[src/rtl/queue_dispatcher.sv]
// Per-queue circular FIFOs feeding a single registered dispatch stage, driven by an external scheduler grant.
// Optional per-queue saturating dispatch counters are built when QUEUE_DISPATCHER_STATS_EN is defined.
module queue_dispatcher #(
    parameter int NUMBER_OF_QUEUES = 4,
    parameter int DATA_SIZE        = 64,
    parameter int QUEUE_DEPTH      = 8
) (
    input  logic                                         clock,
    input  logic                                         reset,
    input  logic [NUMBER_OF_QUEUES-1:0][DATA_SIZE-1:0]   in_data,
    input  logic [NUMBER_OF_QUEUES-1:0]                  in_valid,
    output logic [NUMBER_OF_QUEUES-1:0]                  in_ready,
    output logic [NUMBER_OF_QUEUES-1:0]                  full,
    output logic [NUMBER_OF_QUEUES-1:0]                  empty,
    input  logic [$clog2(NUMBER_OF_QUEUES)-1:0]          id,
    input  logic                                         valid_and_ready,
    output logic                                         ready,
    output logic [DATA_SIZE-1:0]                         out_data,
    output logic [$clog2(NUMBER_OF_QUEUES)-1:0]          out_id,
    output logic                                         out_valid,
    input  logic                                         out_ready,
    output logic                                         grant_error,
    output logic [NUMBER_OF_QUEUES-1:0][31:0]            served
);

    localparam int PW = $clog2(QUEUE_DEPTH);
    localparam int CW = PW + 1;
    localparam logic [CW-1:0] DEPTH_C  = CW'(QUEUE_DEPTH);
    localparam logic [CW-1:0] CNT_ONE  = CW'(1);
    localparam logic [PW-1:0] PTR_ONE  = PW'(1);

    logic [DATA_SIZE-1:0]        mem   [NUMBER_OF_QUEUES][QUEUE_DEPTH];
    logic [PW-1:0]               head  [NUMBER_OF_QUEUES];
    logic [PW-1:0]               tail  [NUMBER_OF_QUEUES];
    logic [CW-1:0]               count [NUMBER_OF_QUEUES];
    logic [NUMBER_OF_QUEUES-1:0] push;
    logic [NUMBER_OF_QUEUES-1:0] pop_vec;
    logic                        grant_ok;
    logic                        pop;

    // NOTE: every always_comb output gets a default before any conditional write, so no latch is inferred.
    always_comb begin
        for (int q = 0; q < NUMBER_OF_QUEUES; q++) begin
            full[q]  = (count[q] == DEPTH_C);
            empty[q] = (count[q] == '0);
        end
        in_ready = ~full;
        push     = in_valid & ~full;
        ready    = ~out_valid | out_ready;
        grant_ok = valid_and_ready & ready;
        pop      = grant_ok & ~empty[id];
        pop_vec  = '0;
        if (pop) pop_vec[id] = 1'b1;
    end

    // NOTE: the storage array has no reset; the cleared counts already mark every entry as invalid.
    always_ff @(posedge clock) begin
        for (int q = 0; q < NUMBER_OF_QUEUES; q++) begin
            if (push[q]) mem[q][tail[q]] <= in_data[q];
        end
    end

    // NOTE: state registers use non-blocking assignments so every update sees pre-edge values.
    always_ff @(posedge clock or negedge reset) begin
        if (!reset) begin
            for (int q = 0; q < NUMBER_OF_QUEUES; q++) begin
                head[q]  <= '0;
                tail[q]  <= '0;
                count[q] <= '0;
            end
        end else begin
            for (int q = 0; q < NUMBER_OF_QUEUES; q++) begin
                if (push[q])    tail[q] <= tail[q] + PTR_ONE;
                if (pop_vec[q]) head[q] <= head[q] + PTR_ONE;
                case ({push[q], pop_vec[q]})
                    2'b10:   count[q] <= count[q] + CNT_ONE;
                    2'b01:   count[q] <= count[q] - CNT_ONE;
                    default: count[q] <= count[q];
                endcase
            end
        end
    end

    // Output register: a pop reloads it, otherwise an accepted beat empties it.
    always_ff @(posedge clock or negedge reset) begin
        if (!reset) begin
            out_valid   <= 1'b0;
            out_data    <= '0;
            out_id      <= '0;
            grant_error <= 1'b0;
        end else begin
            if (pop) begin
                out_valid <= 1'b1;
                out_data  <= mem[id][head[id]];
                out_id    <= id;
            end else if (out_ready) begin
                out_valid <= 1'b0;
            end
            if (grant_ok && empty[id]) grant_error <= 1'b1;
        end
    end

`ifdef QUEUE_DISPATCHER_STATS_EN
    always_ff @(posedge clock or negedge reset) begin
        if (!reset) begin
            served <= '0;
        end else begin
            for (int q = 0; q < NUMBER_OF_QUEUES; q++) begin
                if (pop_vec[q] && (served[q] != 32'hFFFF_FFFF)) served[q] <= served[q] + 32'd1;
            end
        end
    end
`else
    assign served = '0;
`endif

endmodule
[config.mk]
export PLATFORM = sky130hd
export DESIGN_NAME = queue_dispatcher
export DESIGN_NICKNAME = d
export VERILOG_FILES = /design/src/rtl/queue_dispatcher.sv
export SDC_FILE = /design/constraint.sdc
export NUM_CORES = 2
export LEC_CHECK = 0
export CAP_MARGIN = 20
export CORE_MARGIN = 2
export CORE_UTILIZATION = 60
export CTS_CLUSTER_SIZE = 10
export DETAILED_ROUTE_END_ITERATION = 8
export GPL_TIMING_DRIVEN = 0
export PLACE_DENSITY_LB_ADDON = 0.1
export SYNTH_ARGS = -nofsm -noshare
export SYNTH_HDL_FRONTEND = slang
export SYNTH_SLANG_ARGS = --single-unit
[constraint.sdc]
create_clock -name clock -period 11.5 [get_ports clock]
set_input_delay 1.15 -clock clock [delete_from_list [all_inputs] [get_ports clock]]
set_output_delay 1.15 -clock clock [all_outputs]
set_load 0.01 [all_outputs]
==> flow_summary.toml <==
[cts]
cts_buffers = 234
cts_setup_buffers = 0
clk_latency_ns = 0.87
cts_tree = "done"
root_buffer = "clkbuf_16"
clk_pin_slew_ns = 0.05
cts_buffer_depth = 3
cts_max_level = 4
cts_resized = 0
postCtsHoldBufs = 0
cts_sinks = 2156

[global_routing]
antenna_found_initial = 44
grt_use_total_pct = 36.25
grt_pass1_vias = 45236
grt_max_degree = 78
grt_pass1_wl_um = 350400
globalRouteOverflowTotal = 0

[sta]
slew_viol_final = 0
skew_ns = 0.02842
rsz0062_at_grt = "no"
final-setup-viol-count = 0
worst_slack_ns = 7.523
fin_crit_ns = 3.977
tightestPinTransition_ns = 1.191
fmax_mhz = 251.5
hold_viol = 0
setup_tns_ns = 0
finalCritPeriodShare_pct = 34.58
max-slew-margin-rel_pct = 20.60

[power_and_ir_drop]
p_clk_share_pct = 30.4
peakVddDrop_mv = 0.1492
seqPwrFrac_pct = 46.0
swShare_pct = 29.43
switchingPower_w = 0.006601
p_int_w = 0.01583
combPwrFrac_pct = 23.6
leakage_nw = 34.40
power.total_w = 0.02243
powerDensity_mw_per_mm2 = 222.9

[finish]
final_cells = 6763
syn2layout_area_growth_pct = 19.48
drive_gt1_share_pct = 25.99
finalNetCount = 4944

[place]
pre_cts_ws_ns = 6.722
post-dp-hpwl_um = 167600
dp.cells = 6292
portBuffers = 345
gp_congestion = 0.8081

[floorplan]
die_w_um = 378.7
rows = 137
io_pins = 475
core_area_mm2 = 0.1394
start_util_pct = 60.44
die_h_um = 378.7
die-area_mm2 = 0.1434

[worst_setup_path]
crit_path_start_kind = "input port"
crit_fanout = 10
endpoint_kind = "flip-flop"
critical_path_required_ns = 12.18
cp.arrival_ns = 4.66
critPathKind = "input port to flip-flop"

[detailed_routing]
wirelength_um = 256000
vias = 44936
remaining_drc_errors = 0
dr.pass1.iters = 6
vias_per_cell = 6.644
detail-route-antenna-nets = 0
drtIter0Drc = 6861
wire_per_inst_um = 37.86

[synth]
synthFlopType = "edfxtp_1"
synth_top_area_cell = "edfxtp_1"
seq_area_frac_synth_pct = 76.22
yosys-top-cells-area = "edfxtp_1 73%, mux4_2 14%, mux2i_1 5.4%"
ys_warn_count = 0
syn_avg_cell_area_um2 = 22.37
syn_inst = 3765
post-synth-top-count-cell = "edfxtp_1"
netlist_area_mm2 = 0.08423
synth_edf_count = 2048
synth_top_cell_area_share_pct = 73.01
synth_seq_cells = 2156
async_reset_ff_share_pct = 5.009
yosys-top-cells-count = "2048 x edfxtp_1, 514 x mux4_2, 454 x mux2i_1, 133 x buf_4, 118 x buf_2"
synth_cell_types = 37

[run]
maxCapViolations = 0

[worst_hold_path]
hold_class = "input port to asynchronous set/reset pin"

[outcome]
status = "complete, no violations"
-- through the flow --
stage / instance area (µm²) / util (%) / hold WS (ns)
2_1_floorplan: 84710 / - / 0.4441
3_5_place_dp: 93700 / 67.24 / 0.4667
5_1_grt: 100600 / 72.20 / 0.2798
3_3_place_gp: 90510 / 64.95 / 0.4610
4_1_cts: 100500 / 72.14 / 0.2473
6_report: 100600 / 72.22 / 0.2383
-- registers in the layout (all words and copies together) (netlist names) --
| register | count |
|---|---|
| out_id | 2 |
| mem | 2048 |
| grant_error | 1 |
| out_valid | 1 |
| count | 16 |
| out_data | 64 |
| tail | 12 |
| head | 12 |
-- metal layers --
layer	global-route usage [%]	part of all wire, %	up-vias
li1	-	-	17222
met1	48.17	35	23562
met2	58.58	49	3440
met3	8.038	12	680
met4	15.61	4.5	32
met5	0	0.079	-
-- cells in the final DEF, fill, tap and decap left out, types with 5 or more instances in the layout --
cell type        count
diode_2             27
buf_16              17
clkbuf_1           228
dfrtp_1            108
conb_1             128
nand3_1             10
mux4_2             514
xnor2_1             15
inv_6                5
clkdlybuf4s50_1    344
nor3_2               8
nor2_4              24
mux2i_1            454
nor2_1              70
buf_2              118
nand2b_1            10
inv_1               13
buf_6               92
buf_12              75
buf_8               12
clkbuf_16          236
clkinv_8             6
nand2_1             28
edfxtp_1          2048
mux2_1               7
buf_4              139
mux2_2               6
ha_1                20
a21oi_1             69
xor2_1              14
-- kinds of logic (layout without fill, tap and decap cells) --
logic type | count (synthesis) | count (layout) | share of synthesized area [%]
AND/OR/NAND/NOR | 172 | 172 | 0.9150
multiplexers | 981 | 981 | 19.31
flip-flops | 2156 | 2156 | 76.22
buffers and inverters | 321 | 1289 | 2.368
adder cells (fa/ha/maj) | 23 | 23 | 0.3684
other | 1 | 155 | 0.004452
AO/OA/AOI/OAI | 82 | 82 | 0.5125
XOR/XNOR | 29 | 29 | 0.3015
-- path summary, 6_finish.rpt --
kind	slack [ns]	cells past startpoint	start	to
hold / removal	0.24	1	reset	out_data[34]
min in group clock	0.47	1	grant_error	grant_error
hold reg to reg	0.47	1	grant_error	grant_error
setup / recovery	7.52	8	id[1]	out_data[62]
setup reg to reg	8.08	6	count[8]	out_data[62]
max in group asynchronous	10.33	2	reset	out_data[0]
-- power by group through the flow --
| stage | Sequential, W | Combinational [W] | Clock, W |
|---|---|---|---|
| after floorplan | 0.0105 | 0.00255 | 0 |
| after global placement | 0.0108 | 0.00461 | 0 |
| after detailed placement | 0.0104 | 0.00519 | 0 |
| after CTS | 0.0103 | 0.00522 | 0.00685 |
| after global routing | 0.0104 | 0.00542 | 0.00716 |
| final | 0.0103 | 0.00529 | 0.00683 |
-- cell type report --
| class | count | area, µm² |
|---|---|---|
| Sequential cell | 2156 | 64200 |
| Fill cell | 8220 | 38720 |
| Multi-Input combinational cell | 1415 | 18730 |
| Clock buffer | 428 | 6646 |
| Timing Repair Buffer | 527 | 6460 |
| Tap cell | 1876 | 2347 |
| Buffer | 308 | 1946 |
| Clock inverter | 13 | 191.4 |
| Antenna cell | 27 | 67.56 |
| Inverter | 13 | 48.80 |
-- worst max-delay path: stages --
cell and delay, ns:
clkdlybuf4s50_1 0.51, buf_4 0.21, nor2b_1 0.09, a22o_1 0.33, nor3_4 0.84, buf_4 0.49
clkbuf_1 0.86, a21oi_1 0.15
Power figures use the tool's default switching activity.
